File: src/rtl/div_sched.sv
// Divide-ratio run controller: counts system clocks up to a programmable ratio,
// and emits a one-cycle tick plus a divided clock level; periodic or one-shot.
module div_sched #(
  parameter int WIDTH       = 16,
  parameter int DEFAULT_DIV = 1000
) (
  input  logic             clock_i,
  input  logic             reset_i,
  input  logic             cfg_valid_i,
  output logic             cfg_ready_o,
  input  logic [WIDTH-1:0] cfg_div_i,
  input  logic             cfg_oneshot_i,
  input  logic             start_i,
  input  logic             stop_i,
  output logic             busy_o,
  output logic             tick_o,
  output logic             clock_f_o,
  output logic             err_o,
  output logic [7:0]       tick_count_o
);

  typedef enum logic {S_IDLE = 1'b0, S_RUN = 1'b1} state_e;

  state_e           state_q, state_d;
  logic [WIDTH-1:0] div_q, div_d;
  logic [WIDTH-1:0] cnt_q, cnt_d;
  logic             oneshot_q, oneshot_d;
  logic             tick_q, tick_d;
  logic             clock_f_q, clock_f_d;
  logic             err_q, err_d;
  logic [7:0]       tick_count_q, tick_count_d;

  logic xfer, term, running;

  assign xfer    = cfg_valid_i && (state_q == S_IDLE);
  assign term    = (cnt_q == div_q - WIDTH'(1));
  assign running = (state_q == S_RUN) && !stop_i;

  always_ff @(posedge clock_i or negedge reset_i) begin
    if (!reset_i) state_q <= S_IDLE;
    else          state_q <= state_d;
  end

  // A config transfer and a start on the same edge: config wins, start is dropped.
  always_comb begin
    state_d = state_q;
    case (state_q)
      S_IDLE: if (start_i && !xfer) state_d = S_RUN;
      S_RUN:  if (stop_i || (term && oneshot_q)) state_d = S_IDLE;
      default: state_d = S_IDLE;
    endcase
  end

  always_comb begin
    busy_o      = (state_q == S_RUN);
    cfg_ready_o = (state_q == S_IDLE);
  end

  always_comb begin
    div_d        = div_q;
    oneshot_d    = oneshot_q;
    err_d        = err_q;
    cnt_d        = '0;
    tick_d       = 1'b0;
    clock_f_d    = 1'b0;
    tick_count_d = tick_count_q;
    if (xfer) begin
      if (cfg_div_i >= WIDTH'(2)) begin
        div_d     = cfg_div_i;
        oneshot_d = cfg_oneshot_i;
        err_d     = 1'b0;
      end else begin
        err_d = 1'b1;
      end
    end
    if (state_q == S_IDLE && state_d == S_RUN) tick_count_d = '0;
    if (running) begin
      cnt_d  = term ? '0 : cnt_q + WIDTH'(1);
      tick_d = term;
      if (term) tick_count_d = tick_count_q + 8'd1;
    end
    // clock_f follows cnt one cycle late; forced low whenever we land in IDLE
    if (running && state_d == S_RUN) clock_f_d = (cnt_q >= (div_q >> 1));
  end

  always_ff @(posedge clock_i or negedge reset_i) begin
    if (!reset_i) begin
      div_q        <= WIDTH'(DEFAULT_DIV);
      oneshot_q    <= 1'b0;
      cnt_q        <= '0;
      tick_q       <= 1'b0;
      clock_f_q    <= 1'b0;
      err_q        <= 1'b0;
      tick_count_q <= '0;
    end else begin
      div_q        <= div_d;
      oneshot_q    <= oneshot_d;
      cnt_q        <= cnt_d;
      tick_q       <= tick_d;
      clock_f_q    <= clock_f_d;
      err_q        <= err_d;
      tick_count_q <= tick_count_d;
    end
  end

  assign tick_o       = tick_q;
  assign clock_f_o    = clock_f_q;
  assign err_o        = err_q;
  assign tick_count_o = tick_count_q;

endmodule

File: config.mk
export PLATFORM = sky130hd
export DESIGN_NAME = div_sched
export DESIGN_NICKNAME = d
export VERILOG_FILES = /design/src/rtl/div_sched.sv
export SDC_FILE = /design/constraint.sdc
export NUM_CORES = 1
export LEC_CHECK = 0
export CORE_ASPECT_RATIO = 0.9
export CORE_MARGIN = 2
export CORE_UTILIZATION = 30
export DETAILED_ROUTE_END_ITERATION = 6
export PLACE_DENSITY = 0.48
export SETUP_SLACK_MARGIN = 0.1
export SLEW_MARGIN = 20
export SYNTH_ARGS = -nofsm -noshare
export SYNTH_HDL_FRONTEND = slang
export SYNTH_SLANG_ARGS = --single-unit
File: constraint.sdc
create_clock -name clock_i -period 3.2 [get_ports clock_i]
set_input_delay 0.64 -clock clock_i [delete_from_list [all_inputs] [get_ports clock_i]]
set_output_delay 0.64 -clock clock_i [all_outputs]
set_load 0.05 [all_outputs]
Yosys cells after proc, flatten, opt, wreduce, memory -nomap -nowiden

Index checks and enable logic that the tools add are counted.

Add/subtract/negate cells: 3
Bitwise logic cells: 1
Multiplexer cells: 11
$lt $le $gt $ge: 2
Equal/unequal tests: 1
Reductions and logical operators: 10

Operator list:

| operator              | number |
|---|---|
| $mux 16               | 2 |
| $mux 8                | 3 |
| $add 16x1->16 const B | 1 |
| $eq 16x16->1          | 1 |
| $ge 16x15->1          | 1 |
| $ge 16x2->1 const B   | 1 |
| $sub 16x1->16 const B | 1 |
| $add 8x1->8 const B   | 1 |
| $logic_and 1x1->1     | 6 |
| $mux 1                | 5 |
| $logic_not 1->1       | 2 |
| $pmux 1 s2            | 1 |
| $reduce_and 2->1      | 1 |
| $logic_or 1x1->1      | 1 |
| $not 1->1             | 1 |

Bits of input ports: 22
Output and inout bits: 13
Flip-flop bits (word level): 45
Word-level logic and storage cells: 36

Longest topological paths before layout

Word-level depth: 10
Mapped depth: 10
Mapped depth without buffers: 9

Least setup slack after synthesis

No wires, ideal clock.

Path kind: reg2reg
Start: register div_q[1]
End: register tick_count_q[5] (netlist: tick_count_o[5])
Arrival: 2846 ps
Cell stages (with the launch flop): 9
Data required time: 3080 ps
Slack: 235 ps
Library setup time: 120 ps
Path buffers: 1
Period minus slack after synthesis: 2965 ps
Cell sequence: dfrtp_1 -> or4_1 -> buf_2 -> or3_1 -> a2111oi_2 -> nand4_1 -> nor4b_4 -> nand3_4 -> a31o_1

Cells in the longest elaborated chain, start to end: 10

RTL lines:

| item                      | RTL line | text |
|---|---|---|
| start, declared           | 25       | `logic [WIDTH-1:0] div_q, div_d;` |
| start signal, assigned    | 88       | `div_q <= WIDTH'(DEFAULT_DIV);` |
| start signal, assigned    | 96       | `div_q <= div_d;` |
| $sub 16x1->16 (*)         | 36       | `assign term = (cnt_q == div_q - WIDTH'(1));` |
| $eq 16x16->1 (*)          | 36       |  |
| $logic_and 1x1->1         | 49       | `S_RUN: if (stop_i \|\| (term && oneshot_q)) state_d = S_IDLE;` |
| $logic_or 1x1->1          | 49       |  |
| $mux 1                    | 49       |  |
| $pmux 1 s2                | 47       | `case (state_q)` |
| $logic_and 1x1->1         | 76       | `if (state_q == S_IDLE && state_d == S_RUN) tick_count_d = '0;` |
| $mux 8                    | 76       |  |
| $mux 8                    | 80       | `if (term) tick_count_d = tick_count_q + 8'd1;` |
| $mux 8 (*)                | 77       | `if (running) begin` |
| named net tick_count_d[5] | 31       | `logic [7:0] tick_count_q, tick_count_d;` |
| end signal, assigned      | 102      | `tick_count_q <= tick_count_d;` |
| end, declared             | 31       |  |

Mark *: on every way through the listed nets, which the timed path passes. The rest lies on a longest branch.
A chain may end at the register's enable or synchronous reset.

Final worst setup path

Start: register div_q[1]
End: register tick_count_q[6] (netlist: tick_count_o[6])

Same word-level chain as after synthesis.

==> metrics.txt <==
root buffer cell clkbuf_8; Routed WL 7147 um; area leader, netlist dfrtp_1; first-pass GRT wire length 11830 um; sequential share of the synthesized area 39.19%; Max Slew Vio Count 0; worst-skew pair later-pin latency 0.30 ns; Hold Crit Class in -> async; EDFF count, synth 0; # port buffers 34; register area between 1000 and 1500 um^2; Pwr Density 420.1 nW/um^2; Residual DRC 0; syn avg cell area 9.154 um^2; Syn Nets 356; Max FO, Critical Path 9; Most used DFF post-synth dfrtp_1; Critical Path Start div_q[1]; vias post-DR 2377; Layout fillers 950; Initial Util between 30% and 40%; number of buffers created by CTS 5; Clock power frac 30.9%; CP endpoint kind flop; Total GRT Usage 14.34%; TNS Setup 0 ns; Crit Path Class reg -> reg; ys async rst share 100.0%; Sw Share between 30% and 40%; I/O pin count 35; chip width 107.5 um; CTS Buffer Depth 2; area of the multi-input gates 1652 um^2; Die ar. 10450 um^2; leakage 1.544 nW; Switch Pwr 0.0004617 W; post-CTS setup buffer count 0; fin worst setup slack 0.2595 ns; Synth Warn # 0; clk sinks 45; worst r2r src div_q[1]; worst slew pin tran 0.5792 ns; post-synthesis register bit count 45; Comb pwr share 23.6%; RD Place Congestion 0.7952; Die Span Y 97.16 um; Worst R2R End tick_count_o[6]; clk_skew 0.01050 ns; Peak VDD IR 0.0001957 V; RSZ-0062 raised after global routing false; Worst-path clk slew approximately 0.09 ns; CTS Hold Bufs 0; dpl ws about 0.24 ns; row count 33; Final period util between 90% and 100%; grt ovf 0; placed inst area 3383 um^2; status completed; DRT iter0 DRCs 102; initial antenna violation count 0; worst r2r path cells 8; Hold Vio Cnt, Final 0; Slew HR between 60% and 70%; post-synth cell types slightly below 50; layout cells sized above 1 8.732%; Reg power frac 45.5%; min Tclk post-route 2.940 ns; top cells by area, synth dfrtp_1, ha_1, dfstp_2; vias in the first global route 2310; internal power 0.001023 W; P&R area growth vs syn 22.19%; most frequent cells in the layout dfrtp_1, nand2_1, clkdlybuf4s50_1; H-Tree Level Count 2; end of the critical path tick_count_o[6]; commonest non-fill, non-tap cell in the layout dfrtp_1; Routed Antenna Nets 0; # setup viols final 0; TritonCTS clock tree built; type of origin of the critical path flop; antenna cells 0; Syn Inst Count 316; Crit path arrival time 3.13 ns; mapped cell area 2893 um^2; Final HPWL DP 5448 um; Nets 394; DR WL/cell about 15 um; Non-Filler Cell Area, Final 3535 um^2; Worst Path Required 3.39 ns; Tot Pwr between 0.001 and 0.0015 W; fmax 340.1 MHz; Finished Core Util 38.22%; 1st-pass router iterations 4; number of max-cap violations 0; Core ar. 9249 um^2; pin count of the biggest net entering global routing 43; area share of the largest cell type after synthesis between 30% and 40%; R2R Setup Slk 0.26 ns; Vias/cell 4.983; post_cts resized 0
## logic make-up after synthesis
kind of cell | synth area share (%)
muxes | 2.465
buffers and inverters | 4.715
xor gates and xnor gates | 9.689
and+or+nand+nor | 23.36
adders and majority gates | 7.786
DFF | 39.19
AOI/OAI and AO/OA | 12.80
## power by group through the flow
stage | registers, W | clock network, W | logic (W)
finish | 0.000676 | 0.000459 | 0.000351
global route | 0.000684 | 0.000496 | 0.000396
CTS | 0.000675 | 0.000473 | 0.000346
detailed placement | 0.000685 | 0 | 0.000345
global placement | 0.000685 | 0 | 0.000341
floorplan | 0.000677 | 0 | 0.000227
## critical path: stages (launching register included)
cell,delay [ns]
dfrtp_1,0.44
or4_1,0.55
or3_1,0.41
a2111oi_4,0.34
nand4_1,0.18
nor4b_4,0.33
buf_6,0.19
nand3_4,0.12
a31o_1,0.27
## worst min path at each step
stage,end,slack [ns]
2_1_floorplan,busy_o,0.34
3_3_place_gp,err_o,0.48
3_5_place_dp,err_o,0.50
4_1_cts,err_o,0.52
5_1_grt,div_q[0],0.36
6_report,div_q[4],0.32
## registers in the layout, indices dropped and copies added, names as in the netlist
register / count
tick_count_o: 8
div_q: 16
err_o: 1
tick_o: 1
busy_o: 1
oneshot_q: 1
cnt_q: 16
clock_f_o: 1
## cell usage after synthesis, drive strengths merged (4+ instances only)
cell and count:
xnor2 17, nand3 8, o21ai 21, a21oi 6
and2 4, nor3 4, clkbuf 7, nand4 10
nor2 31, nor4 7, inv 23, dfstp 6
dfrtp 39, mux2i 6, and3 10, ha 18
xor2 15, nor2b 6, a31o 4, nand2 33
## final cells by class
type,count,share of cell area [%]
Timing Repair Buffer,41,11.15
Inverter,23,2.442
Tap cell,122,4.319
Clock inverter,1,0.8496
Clock buffer,7,2.442
Sequential cell,45,32.07
Multi-Input combinational cell,238,46.73
## layer usage
metal | global-route usage (%) | up-vias | share of wire [%]
li1 | - | 1187 | -
met1 | 22.22 | 1135 | 52
met2 | 20.37 | 50 | 42
met3 | 3.152 | 5 | 5.4
met4 | 2.663 | 0 | 0.66
met5 | 0 | - | 0
## metrics by stage
stage,std cells,hold slack (ns)
2_1_floorplan,316,0.3444
3_3_place_gp,469,0.4831
3_5_place_dp,469,0.4995
4_1_cts,477,0.5199
5_1_grt,477,0.3608
6_report,477,0.3201
Power figures use the tool's default switching activity.
